--- config.mk ---
export PLATFORM = sky130hd
export DESIGN_NAME = max7219_settings_ctrl
export DESIGN_NICKNAME = d
export VERILOG_FILES = /design/src/rtl/max7219_pkg.sv /design/src/rtl/max7219_settings_ctrl.sv
export SDC_FILE = /design/constraint.sdc
export NUM_CORES = 1
export LEC_CHECK = 0
export BUFFER_PORTS_ARGS = -buffer_cell sky130_fd_sc_hd__clkbuf_2
export CORE_MARGIN = 10
export CORE_UTILIZATION = 29
export DETAILED_ROUTE_END_ITERATION = 16
export PLACE_DENSITY = 0.53
export SYNTH_ARGS = -nofsm -noshare
export SYNTH_HDL_FRONTEND = slang
export SYNTH_SLANG_ARGS = --single-unit
--- constraint.sdc ---
create_clock -name i_clk -period 2 [get_ports i_clk]
set_input_delay 0.3 -clock i_clk [delete_from_list [all_inputs] [get_ports i_clk]]
set_output_delay 0.3 -clock i_clk [all_outputs]
set_load 0.005 [all_outputs]
--- src/rtl/max7219_pkg.sv ---
// ---------------------------------------------------------------------------
// max7219_pkg
// Shared definitions for the MAX7219 settings sequencer:
//   - fixed MAX7219 register addresses
//   - sequencer state encoding
//   - latched request and command-entry structures
//   - the command list, expressed as a lookup function indexed by entry number
// ---------------------------------------------------------------------------
package max7219_pkg;

  // MAX7219 register map (digit registers are DIGIT0 .. DIGIT0+7)
  localparam logic [3:0] ADDR_DIGIT0     = 4'h1;
  localparam logic [3:0] ADDR_DECODE     = 4'h9;
  localparam logic [3:0] ADDR_INTENSITY  = 4'hA;
  localparam logic [3:0] ADDR_SCAN_LIMIT = 4'hB;
  localparam logic [3:0] ADDR_SHUTDOWN   = 4'hC;
  localparam logic [3:0] ADDR_TEST       = 4'hF;

  // Number of register writes in a configuration sequence
  localparam int unsigned CFG_COUNT = 5;

  typedef enum logic [1:0] {
    ST_IDLE  = 2'd0,
    ST_ISSUE = 2'd1,
    ST_WAIT  = 2'd2
  } state_e;

  // Everything captured from the input ports when a request is accepted
  typedef struct packed {
    logic       write_config;
    logic [2:0] digit;
    logic [7:0] segment;
    logic [7:0] decode_mode;
    logic [3:0] intensity;
    logic [2:0] scan_limit;
    logic       enable;
    logic       display_test;
  } req_t;

  // One addr/data transaction handed to the serial driver
  typedef struct packed {
    logic [3:0] addr;
    logic [7:0] data;
  } cmd_t;

  // Command list: a digit write has a single entry, a configuration write has
  // CFG_COUNT entries issued in the fixed order below.
  function automatic cmd_t cmd_entry(input req_t req, input logic [2:0] idx);
    cmd_t cmd;
    cmd = '0;
    if (!req.write_config) begin
      cmd.addr = ADDR_DIGIT0 + {1'b0, req.digit};
      cmd.data = req.segment;
    end else begin
      case (idx)
        3'd0:    begin cmd.addr = ADDR_DECODE;     cmd.data = req.decode_mode;             end
        3'd1:    begin cmd.addr = ADDR_INTENSITY;  cmd.data = {4'h0, req.intensity};       end
        3'd2:    begin cmd.addr = ADDR_SCAN_LIMIT; cmd.data = {5'h00, req.scan_limit};     end
        3'd3:    begin cmd.addr = ADDR_SHUTDOWN;   cmd.data = {7'h00, req.enable};         end
        3'd4:    begin cmd.addr = ADDR_TEST;       cmd.data = {7'h00, req.display_test};   end
        default: cmd = '0;
      endcase
    end
    return cmd;
  endfunction

  // True when idx is the final entry of the request's command list
  function automatic logic is_last(input req_t req, input logic [2:0] idx);
    return !req.write_config || (idx == 3'(CFG_COUNT - 1));
  endfunction

endpackage

--- src/rtl/max7219_settings_ctrl.sv ---
// ---------------------------------------------------------------------------
// max7219_settings_ctrl
// Sequences register writes toward the MAX7219 serial driver. A strobe either
// writes one digit register or the full configuration set (decode mode,
// intensity, scan limit, shutdown, display test). Each write is issued as a
// one-cycle o_write with o_addr/o_data, then the block waits for the driver's
// i_next before issuing the next entry or finishing.
//
// Ports
//   i_clk, i_reset_n    clock, asynchronous active-low reset
//   i_stb               request strobe, sampled only while idle
//   o_busy              high while a request is in progress
//   o_ack               one-cycle pulse when a request completes
//   i_digit, i_segment  digit index and data for a digit write
//   i_write_config      1 = configuration sequence, 0 = digit write
//   i_decode_mode, i_intensity, i_scan_limit, i_enable, i_display_test
//                       configuration register values
//   i_next              driver ack: current transfer finished
//   o_write             one-cycle strobe to driver
//   o_addr, o_data      register address/data to driver
// ---------------------------------------------------------------------------
module max7219_settings_ctrl
  import max7219_pkg::*;
(
  input  logic       i_clk,
  input  logic       i_reset_n,
  input  logic       i_stb,
  output logic       o_busy,
  output logic       o_ack,
  input  logic [2:0] i_digit,
  input  logic [7:0] i_segment,
  input  logic       i_write_config,
  input  logic [7:0] i_decode_mode,
  input  logic [3:0] i_intensity,
  input  logic [2:0] i_scan_limit,
  input  logic       i_enable,
  input  logic       i_display_test,
  input  logic       i_next,
  output logic       o_write,
  output logic [3:0] o_addr,
  output logic [7:0] o_data
);

  state_e     state_q, state_d;
  req_t       req_q,   req_d;
  logic [2:0] idx_q,   idx_d;
  logic       busy_q,  busy_d;
  logic       ack_q,   ack_d;
  logic       write_q, write_d;
  logic [3:0] addr_q,  addr_d;
  logic [7:0] data_q,  data_d;

  req_t req_in;
  cmd_t accept_cmd;
  cmd_t next_cmd;

  assign req_in = '{
    write_config: i_write_config,
    digit:        i_digit,
    segment:      i_segment,
    decode_mode:  i_decode_mode,
    intensity:    i_intensity,
    scan_limit:   i_scan_limit,
    enable:       i_enable,
    display_test: i_display_test
  };

  // Outputs are registered, so the entry to present in ISSUE is looked up one
  // cycle early: from the live inputs on acceptance, from the latched request
  // when advancing out of WAIT.
  assign accept_cmd = cmd_entry(req_in, 3'd0);
  assign next_cmd   = cmd_entry(req_q, idx_q + 3'd1);

  always_comb begin
    // NOTE: every signal gets a default before the case so no path leaves one
    // unassigned, which would infer a latch.
    state_d = state_q;
    req_d   = req_q;
    idx_d   = idx_q;
    busy_d  = busy_q;
    ack_d   = 1'b0;
    write_d = 1'b0;
    addr_d  = addr_q;
    data_d  = data_q;

    case (state_q)
      ST_IDLE: begin
        busy_d = 1'b0;
        if (i_stb) begin
          req_d   = req_in;
          idx_d   = 3'd0;
          addr_d  = accept_cmd.addr;
          data_d  = accept_cmd.data;
          write_d = 1'b1;
          busy_d  = 1'b1;
          state_d = ST_ISSUE;
        end
      end
      ST_ISSUE: begin
        state_d = ST_WAIT;
      end
      ST_WAIT: begin
        if (i_next) begin
          if (is_last(req_q, idx_q)) begin
            busy_d  = 1'b0;
            ack_d   = 1'b1;
            state_d = ST_IDLE;
          end else begin
            idx_d   = idx_q + 3'd1;
            addr_d  = next_cmd.addr;
            data_d  = next_cmd.data;
            write_d = 1'b1;
            state_d = ST_ISSUE;
          end
        end
      end
      default: begin
        busy_d  = 1'b0;
        state_d = ST_IDLE;
      end
    endcase
  end

  always_ff @(posedge i_clk or negedge i_reset_n) begin
    if (!i_reset_n) begin
      state_q <= ST_IDLE;
      req_q   <= '0;
      idx_q   <= 3'd0;
      busy_q  <= 1'b0;
      ack_q   <= 1'b0;
      write_q <= 1'b0;
      addr_q  <= 4'h0;
      data_q  <= 8'h00;
    end else begin
      // NOTE: non-blocking assignments so every flop samples the values from
      // before this edge, independent of statement order.
      state_q <= state_d;
      req_q   <= req_d;
      idx_q   <= idx_d;
      busy_q  <= busy_d;
      ack_q   <= ack_d;
      write_q <= write_d;
      addr_q  <= addr_d;
      data_q  <= data_d;
    end
  end

  assign o_busy  = busy_q;
  assign o_ack   = ack_q;
  assign o_write = write_q;
  assign o_addr  = addr_q;
  assign o_data  = data_q;

endmodule

==> results by group, run 1 <==
Status
  • Status: finished with violations
  • Failing checks: negative hold slack

Placement
  • Cells after DPL: 416
  • Post-detail-place hpwl: 4.80 mm
  • GP Congestion: 0.789
  • PortBufs: 47

Critical path
  • Worst-case reg-to-reg path depth: 7
  • Worst path depth: 7
  • Critical Path RT: 2210 ps
  • Worst Path Arrival: 2050 ps
  • Cell family with most CP delay: adder cells
  • Slowest CP cell: dfrtp_1
  • Reg-to-reg startpoint: idx_q[0]$_DFFE_PN0P_
  • Reg2reg setup slack: 160 ps
  • Max FO, Critical Path: 10
  • Crit path to: o_data[4]$_DFFE_PN0P_
  • Crit. Startpoint: idx_q[0]$_DFFE_PN0P_
  • CP max stage delay: 430 ps
  • CP Class: flop to flop
  • Critical R2R Capture: o_data[4]$_DFFE_PN0P_
  • Crit end category: flop
  • Worst path cell trace: ha_1 -> buf_4 -> ha_1 -> and3_1 -> a211oi_1 -> a211oi_1 -> a21o_1
  • Worst Path Buf+Inv: 1
  • CP startpoint kind: flop

Synthesis
  • Main synth FF type: dfrtp_1
  • Syn Inst Count: 271
  • Post-synth EDFFs: 0
  • Syn Area/Cell: 9.10 um2
  • Synth Net Count: 312
  • Yosys top cell by area: dfrtp_1
  • Post-synthesis cell type count: 48
  • Yosys reg bits: 49
  • Synth top area share: 49.7%
  • Yosys warnings: 0
  • Mapped Area: 2460 um2
  • Post-synthesis async set-or-reset flop share: 100%
  • Top post-synthesis cells by area: dfrtp_1 (50%), nand2_1 (15%), ha_1 (4.1%)
  • Register area share after synthesis: 49.7%

Timing
  • Hold Slack: -6.68 ps
  • Hold Violations, Final: 14
  • RSZ-0062 raised after global routing: true
  • Fin Clk Skew: 4.54 ps
  • Slew Viols, Final: 0
  • Final Cycle Share: 92.2%
  • Least-Margin Pin Slew: 624 ps
  • Period minus WS final: 1840 ps
  • Setup violators final: 0
  • Fmax: 542 MHz
  • Relative slew slack: 58.4%

CTS
  • Root Buffer Master: clkbuf_8
  • Clock Latency Late Sink: 310 ps
  • Clock Pin Slew Worst Setup and Hold Paths: 90 ps
  • Depth of the CTS H-tree: 2
  • Max clock buf depth: 2
  • Post-CTS Setup Bufs: 0
  • Clock sink total: 49
  • CTS tree: yes
  • TritonCTS Buffers: 5

Power and ir drop
  • Design Power: 4050 uW
  • Pwr Density: 1360 nW/um2
  • Peak supply drop: 0.400 mV
  • P_leak: 0.00154 uW

Die
  • FP Rows: 33
  • Initial Util: 29.8%
  • Die height: 112 um
  • I/O pins: 48
  • Core area: 8260 um2
  • DIE AREA: 12,600 um2
  • Die X: 112 um

Global route
  • Overflow after GRT: 0
  • First-pass GRT wire length: 11.1 mm
  • Largest net degree at the start of global routing: 32
  • Vias in the first global route: 2,113
  • Tot GR Track Use: 10.6%
  • Antenna violations before repair: 0

Route
  • Final WL: 6.56 mm
  • WL/cell: 15.5 um
  • Total number of vias: 2,028
  • Drt drc: 0
  • Vias/cell: 4.78
  • First-pass DRT Iterations: 5
  • DRT iter0 DRCs: 87
  • ANT nets after route: 0

Layout
  • Final Core Density: 36.0%
  • Finished Layout Cells: 424
  • Area Overhead vs Synth: 20.7%
  • Proportion of layout cells with a drive suffix above 1: 22.9%
  • Commonest non-fill, non-tap cells in the layout: nand2_1 (96), dfrtp_1 (49), clkbuf_2 (47), o21ai_0 (11), buf_4 (10)
  • Ant diodes: 0
  • Most common cell after layout, fill and taps aside: nand2_1
  • Layout Nets: 359

Job
  • Max-cap violation count: 0

Min path
  • Min-Delay Path Class: primary input to async pin
-- final cells by class --
cell class / count / area, um2
Sequential cell: 49 / 1230
Multi-Input combinational cell: 196 / 1140
Clock buffer: 7 / 86.3
Fill cell: 880 / 5280
Timing Repair Buffer: 58 / 330
Tap cell: 105 / 131
Clock inverter: 1 / 30.0
Inverter: 8 / 35.0
-- where the power goes --
part	total, uW	internal (uW)	switching, uW	leakage [uW]
Combinational	1570	675	891	0.000870
Clock	750	408	342	0.0000585
Sequential	1740	1440	298	0.000609
Total	4050	2520	1530	0.00154
-- repair_timing --
item | in CTS | in global routing
gates resized for setup | 0 | 2
hold buffers | 0 | 0
endpoints found under the setup margin | 0 | 5
-- flip-flops by register name (all words and copies together), names as in the netlist --
signal and flops:
o_ack 1, idx_q 3, o_data 8, o_busy 1, req_q 29, o_write 1
o_addr 4, state_q 2
-- per-stage QoR --
stage	instance area (um2)	hold slack, ps	TNS (ps)	setup WS, ps
after floorplan	2460	4.41	0	41.4
after global placement	2850	337	0	123
after detailed placement	2850	347	0	84.6
after CTS	2970	1.61	0	62.2
after global routing	2980	30.1	-13.2	-13.2
final	2980	-6.68	0	156
-- Yosys cell counts (2+ instances only) --
cell and count:
nand3_1 2, clkbuf_1 14, dfrtp_1 49, a31oi_1 2
o31ai_1 2, o21ai_0 11, a221oi_1 2, o21ai_1 2
a22oi_1 2, and3_1 4, a21o_1 4, o21a_1 2
inv_1 7, o211ai_1 2, nor3b_1 2, a22o_1 3
mux2i_1 9, ha_1 8, nand2_1 96, xnor2_1 2
buf_6 2, nand2b_1 3, buf_1 2, nor3_1 2
a21oi_1 4, a211oi_1 8, nor2_1 4
-- routing by layer --
layer | GRT usage (%) | up-vias | wire, um
met5 | 0 | - | 0
met4 | 4.15 | 0 | 95
met3 | 2.24 | 8 | 287
met2 | 16.3 | 47 | 3000
met1 | 14.2 | 957 | 3180
li1 | - | 1016 | -
-- how the worst min path moves through the flow --
stage	start	to	slack, ps	depth (start not counted)
final	i_reset_n	o_addr[1]$_DFFE_PN0P_	-7	1
after global routing	i_reset_n	req_q[17]$_DFFE_PN0P_	30	1
after CTS	i_reset_n	req_q[17]$_DFFE_PN0P_	2	1
after detailed placement	i_reset_n	req_q[16]$_DFFE_PN0P_	350	1
after global placement	i_reset_n	req_q[24]$_DFFE_PN0P_	340	1
after floorplan	i_reset_n	idx_q[0]$_DFFE_PN0P_	4	0
-- cells by family after synthesis --
| kind of cell | Yosys count | share of synthesized area, % |
|---|---|---|
| AND/OR/NAND/NOR | 120 | 20.6 |
| flip-flops | 49 | 49.7 |
| multiplexers | 10 | 4.11 |
| AO/OA/AOI/OAI | 56 | 16.0 |
| adder cells (fa/ha/maj) | 8 | 4.06 |
| XOR/XNOR | 2 | 0.711 |
| buffers and inverters | 26 | 4.77 |
-- worst register-to-register path, cell delays in order, from the launching register on --
cell and delay, ps:
dfrtp_1 430, ha_1 230, buf_4 140, ha_1 310, and3_1 200, a211oi_1 190, a211oi_1 80, a21o_1 180
Note: power is estimated with default switching activity, not from simulation.
==> run 2: changes to the inputs <==
GPL_TIMING_DRIVEN = 0   (was not set)
REMOVE_ABC_BUFFERS = 1   (was not set)
==> results by group, run 2 (synthesized netlist as in run 1, its figures left out) <==
Global route
  • Overflow after GRT: 0
  • Largest net degree at the start of global routing: 50
  • First-pass GRT wire length: 10.6 mm
  • Vias in the first global route: 2,051
  • Tot GR Track Use: 10.1%
  • Antenna violations before repair: 0

Timing
  • Slew Viols, Final: 0
  • Hold Violations, Final: 0
  • Relative slew slack: 64.0%
  • Least-Margin Pin Slew: 538 ps
  • Fmax: 539 MHz
  • RSZ-0062 raised after global routing: false
  • Period minus WS final: 1860 ps
  • Setup violators final: 0
  • Final Cycle Share: 92.8%
  • Fin Clk Skew: 13.5 ps

Placement
  • Post-detail-place hpwl: 4.43 mm
  • GP Congestion: 0.745
  • PortBufs: 47
  • Cells after DPL: 407

Die
  • DIE AREA: 12,600 um2
  • Die height: 112 um
  • FP Rows: 33
  • Die X: 112 um
  • Initial Util: 29.8%
  • I/O pins: 48
  • Core area: 8260 um2

CTS
  • TritonCTS Buffers: 5
  • Clock Pin Slew Worst Setup and Hold Paths: 100 ps
  • Post-CTS Setup Bufs: 0
  • CTS tree: yes
  • Clock Latency Late Sink: 310 ps
  • Clock sink total: 49
  • Max clock buf depth: 2
  • Depth of the CTS H-tree: 2
  • Root Buffer Master: clkbuf_8

Min path
  • Worst Hold Launch: i_scan_limit[0]
  • Hold EP: req_q[2]$_DFFE_PN0P_
  • Min-Delay Path Class: primary input to flop
  • Hold Path Cell Cnt: 3

Critical path
  • CP Class: flop to flop
  • Worst Path Arrival: 2060 ps
  • Worst-case reg-to-reg path depth: 5
  • CP max stage delay: 680 ps
  • Crit. Startpoint: req_q[28]$_DFFE_PN0P_
  • Crit end category: flop
  • Critical R2R Capture: o_data[2]$_DFFE_PN0P_
  • Reg-to-reg startpoint: req_q[28]$_DFFE_PN0P_
  • Slowest CP cell: dfrtp_1
  • Max FO, Critical Path: 19
  • Reg2reg setup slack: 140 ps
  • CP startpoint kind: flop
  • Worst path cell trace: nand3b_1 -> o21a_4 -> clkinv_4 -> o21ai_0 -> o22a_1
  • Critical Path RT: 2200 ps

Layout
  • Finished Layout Cells: 416
  • Ant diodes: 0
  • Layout Nets: 352
  • Proportion of layout cells with a drive suffix above 1: 22.8%
  • Largest reg by FF count: req_q
  • Commonest non-fill, non-tap cells in the layout: nand2_1 (96), dfrtp_1 (49), clkbuf_2 (46), o21ai_0 (11), mux2i_1 (9)
  • Most common cell after layout, fill and taps aside: nand2_1
  • Max FFs per register: 29
  • Filler instances: 880
  • Area Overhead vs Synth: 19.8%

Power and ir drop
  • P_leak: 0.00150 uW
  • Peak supply drop: 0.397 mV
  • Pwr Density: 1340 nW/um2
  • Design Power: 3970 uW

Route
  • Drt drc: 0
  • Total number of vias: 1,943
  • DRT iter0 DRCs: 67
  • First-pass DRT Iterations: 4
  • Final WL: 6.36 mm
  • Vias/cell: 4.67
  • ANT nets after route: 0
  • WL/cell: 15.3 um

Job
  • Max-cap violation count: 0

Status
  • Status: finished clean
run 2: timing repair:
action | CTS | global route
hold endpoints to repair | 0 | 17
hold buffers | 0 | 1
resized for setup | 6 | 5
pin swaps | 0 | 1
setup endpoints to repair | 15 | 7
run 2: power by group:
group / switching [uW] / leakage, uW / internal [uW]
Clock: 341 / 0.0000540 / 364
Combinational: 859 / 0.000838 / 654
Sequential: 314 / 0.000609 / 1440
Total: 1510 / 0.00150 / 2460
run 2: final cells by class:
class / count / area, um2 / area share (%)
flip-flops and latches: 49 / 1230 / 41.5
multi-input cells: 196 / 1170 / 39.5
repair buffers: 51 / 292 / 9.87
well taps: 105 / 131 / 4.45
clock buffers: 5 / 68.8 / 2.33
clock inverters: 2 / 35.0 / 1.19
inverters: 8 / 35.0 / 1.19
run 2: per-stage QoR:
stage               util [%]  setup WS, ps  cell area [um2]  setup TNS, ps  hold slack (ps)
global route            35.8          1.05             2950              0              167
detailed placement      33.7          -705             2780          -8320              456
CTS                     35.2          3.82             2900              0              173
global placement        33.3         -1770             2750         -57100              454
finish                  35.8           144             2950              0              180
floorplan                  -          -535             2380         -11910             4.41
run 2: per-layer routing:
| layer | share of wire (%) | track usage, % | vias to the layer above |
|---|---|---|---|
| met5 | 0 | 0 | - |
| met4 | 0.94 | 2.54 | 0 |
| met3 | 4.2 | 2.66 | 5 |
| met2 | 47 | 15.7 | 38 |
| met1 | 48 | 13.4 | 897 |
| li1 | - | - | 1003 |
run 2: worst max path at each step:
stage	endpoint	slack [ps]	cells after the start
global placement	o_addr[1]$_DFFE_PN0P_	-1770	3
CTS	o_addr[0]$_DFFE_PN0P_	4	6
detailed placement	o_data[2]$_DFFE_PN0P_	-700	4
floorplan	o_addr[1]$_DFFE_PN0P_	-530	3
finish	o_data[2]$_DFFE_PN0P_	140	5
global route	o_data[1]$_DFFE_PN0P_	1	5
run 2: worst max-delay path: cells and delay by family (launching register included):
kind / cells / cell delay (ps)
DFF: 1 / 680
AOI/OAI and AO/OA: 3 / 640
and+or+nand+nor: 1 / 320
buffers and inverters: 1 / 100
==> run 3: changes to the inputs <==
ABC_AREA = 1   (was not set)
CTS_BUF_LIST = sky130_fd_sc_hd__clkbuf_4 sky130_fd_sc_hd__clkbuf_8   (was not set)
==> results by group, run 3 <==
Layout
  • Ant diodes: 0
  • Layout Nets: 368
  • Commonest non-fill, non-tap cells in the layout: nand2_1 (78), dfrtp_1 (48), clkbuf_2 (46), inv_1 (22), o21ai_0 (20)
  • Max FFs per register: 29
  • Final Core Density: 35.4%
  • Proportion of layout cells with a drive suffix above 1: 25.8%
  • Area Overhead vs Synth: 18.0%
  • Largest reg by FF count: req_q
  • Post-route cell area: 2930 um2
  • Most common cell after layout, fill and taps aside: nand2_1

Critical path
  • Critical R2R Capture: o_addr[0]$_DFFE_PN0P_
  • CP startpoint kind: flop
  • Crit. Startpoint: idx_q[0]$_DFFE_PN0P_
  • Crit path to: o_addr[0]$_DFFE_PN0P_
  • Max FO, Critical Path: 15
  • Reg2reg setup slack: 210 ps
  • Critical Path RT: 2230 ps
  • Crit end category: flop
  • Reg-to-reg startpoint: idx_q[0]$_DFFE_PN0P_
  • Worst-case reg-to-reg path depth: 9
  • CP Class: flop to flop
  • Worst Path Arrival: 2020 ps

Synthesis
  • Post-Synth XOR/XNOR Area: 0.704%
  • Top-count cell post-synth: nand2_1
  • Post-synthesis async set-or-reset flop share: 100%
  • Largest family of logic cells by synthesized area: simple AND/OR/NAND/NOR gates
  • Post-synth EDFFs: 0
  • Top post-synthesis cells by area: dfrtp_1 (49%), nand2_1 (12%), mux2_2 (5.0%)
  • Syn Inst Count: 280
  • Simple-gate area share of the yosys netlist: 20.6%
  • Register area share after synthesis: 49.3%
  • Most instantiated cells after synthesis: nand2_1 (78), dfrtp_1 (49), inv_1 (23)
  • Yosys warnings: 0
  • Syn Area/Cell: 8.88 um2
  • Synth Area in Adders: 4.02%
  • Yosys top cell by area: dfrtp_1
  • Yosys reg bits: 49
  • Post-synthesis cell type count: 31
  • Synth Area in Compound Gates: 10.4%
  • Mapped Area: 2490 um2
  • Synth top area share: 49.3%
  • Multiplexer share of the synthesized area: 7.70%
  • Main synth FF type: dfrtp_1

Timing
  • Final worst setup slack: 212 ps
  • Least-Margin Pin Slew: 484 ps
  • Period minus WS final: 1790 ps
  • Fmax: 559 MHz
  • Hold Violations, Final: 0
  • Relative slew slack: 67.7%
  • Fin Clk Skew: 5.17 ps
  • Final Cycle Share: 89.4%
  • Setup violators final: 0
  • Slew Viols, Final: 0

CTS
  • Max clock buf depth: 2
  • CTS tree: yes
  • TritonCTS Buffers: 5
  • Depth of the CTS H-tree: 2
  • Clock sink total: 49
  • Clock Latency Late Sink: 290 ps
  • Clock Pin Slew Worst Setup and Hold Paths: 90 ps
  • Root Buffer Master: clkbuf_8

Die
  • DIE AREA: 12,700 um2
  • Initial Util: 30.0%
  • Core area: 8300 um2
  • Die height: 113 um
  • FP Rows: 33
  • I/O pins: 48
  • Die X: 113 um

Global route
  • Vias in the first global route: 2,054
  • Tot GR Track Use: 9.78%
  • Antenna violations before repair: 0
  • First-pass GRT wire length: 10.5 mm
  • Largest net degree at the start of global routing: 50
  • Overflow after GRT: 0

Power and ir drop
  • Flop pwr share: 42.1%
  • Peak supply drop: 0.502 mV
  • P_leak: 0.00147 uW
  • Comb pwr share: 44.6%
  • Sw power: 1660 uW
  • Pwr Density: 1400 nW/um2
  • Internal: 2440 uW
  • Clock power share: 13.3%
  • Switching share of power: 40.6%

Route
  • WL/cell: 14.8 um
  • Final WL: 6.38 mm
  • Total number of vias: 2,029
  • ANT nets after route: 0
  • Vias/cell: 4.71
  • Drt drc: 0
  • DRT iter0 DRCs: 82
  • First-pass DRT Iterations: 4

Placement
  • GP Congestion: 0.760
  • DP Worst Slack: -122 ps
  • Post-detail-place hpwl: 4.23 mm
  • PortBufs: 47
  • Placed cell area: 2780 um2

Min path
  • Min-Delay Path Class: primary input to flop

Job
  • Max-cap violation count: 0

Status
  • Status: finished clean
## run 3: kinds of logic (layout without fill, tap and decap cells)
family,Yosys count,in the layout
and+or+nand+nor,117,118
DFF,49,49
AOI/OAI and AO/OA,47,47
buffers and inverters,40,85
muxes,17,17
adders and majority gates,8,8
xor gates and xnor gates,2,2
## run 3: cell type report
type	count	area [um2]
fillers	881	5370
flip-flops and latches	49	1230
multi-input cells	192	1120
repair buffers	51	280
well taps	105	131
inverters	28	105
clock buffers	5	68.8
clock inverters	1	5.00
## run 3: per-stage QoR
step	power [uW]	std cells	hold WS (ps)	setup TNS, ps
global placement	3470	420	465	-260
CTS	4060	426	212	0
detailed placement	3510	420	465	-598
finish	4100	431	215	0
global route	4520	431	207	-0.217
floorplan	2900	268	4.41	0
## run 3: worst min path at each step
stage / cells after the start / slack, ps / endpoint / start
after floorplan: 0 / 4 / idx_q[0]$_DFFE_PN0P_ / i_reset_n
after global placement: 2 / 470 / o_data[5]$_DFFE_PN0P_ / o_data[5]$_DFFE_PN0P_
after detailed placement: 2 / 470 / o_addr[0]$_DFFE_PN0P_ / o_addr[0]$_DFFE_PN0P_
after CTS: 2 / 210 / req_q[7]$_DFFE_PN0P_ / i_intensity[2]
after global routing: 2 / 210 / req_q[7]$_DFFE_PN0P_ / i_intensity[2]
final: 2 / 210 / req_q[7]$_DFFE_PN0P_ / i_intensity[2]
## run 3: timing repair
item / 4_1_cts / 5_1_grt
hold endpoints to repair: 0 / 18
endpoints found under the setup margin: 10 / 7
gates resized for setup: 1 / 7
buffers inserted: 0 / 2
hold buffers: 0 / 1
gates cloned: 0 / 1
## run 3: worst max-delay path, cell delays in order (launching register included)
cell and delay, ps:
dfrtp_1 380, inv_1 90, ha_1 240, a21oi_2 240
nand3_4 190, nand2_8 170, inv_2 150, a21oi_1 140
nand2_1 70, nand2_1 50
## run 3: power groups by stage
stage	Clock [uW]	Combinational, uW	Sequential (uW)
2_1_floorplan	0	1180	1720
3_3_place_gp	0	1700	1770
3_5_place_dp	0	1730	1780
4_1_cts	564	1740	1760
5_1_grt	608	2130	1780
6_report	544	1830	1730
## run 3: layer usage
metal / vias to the layer above / part of all wire, % / global-route usage, %
met4: 0 / 0.44 / 1.52
met3: 2 / 7.0 / 3.19
li1: 1006 / - / -
met1: 965 / 48 / 13.4
met5: - / 0 / 0
met2: 56 / 45 / 14.8
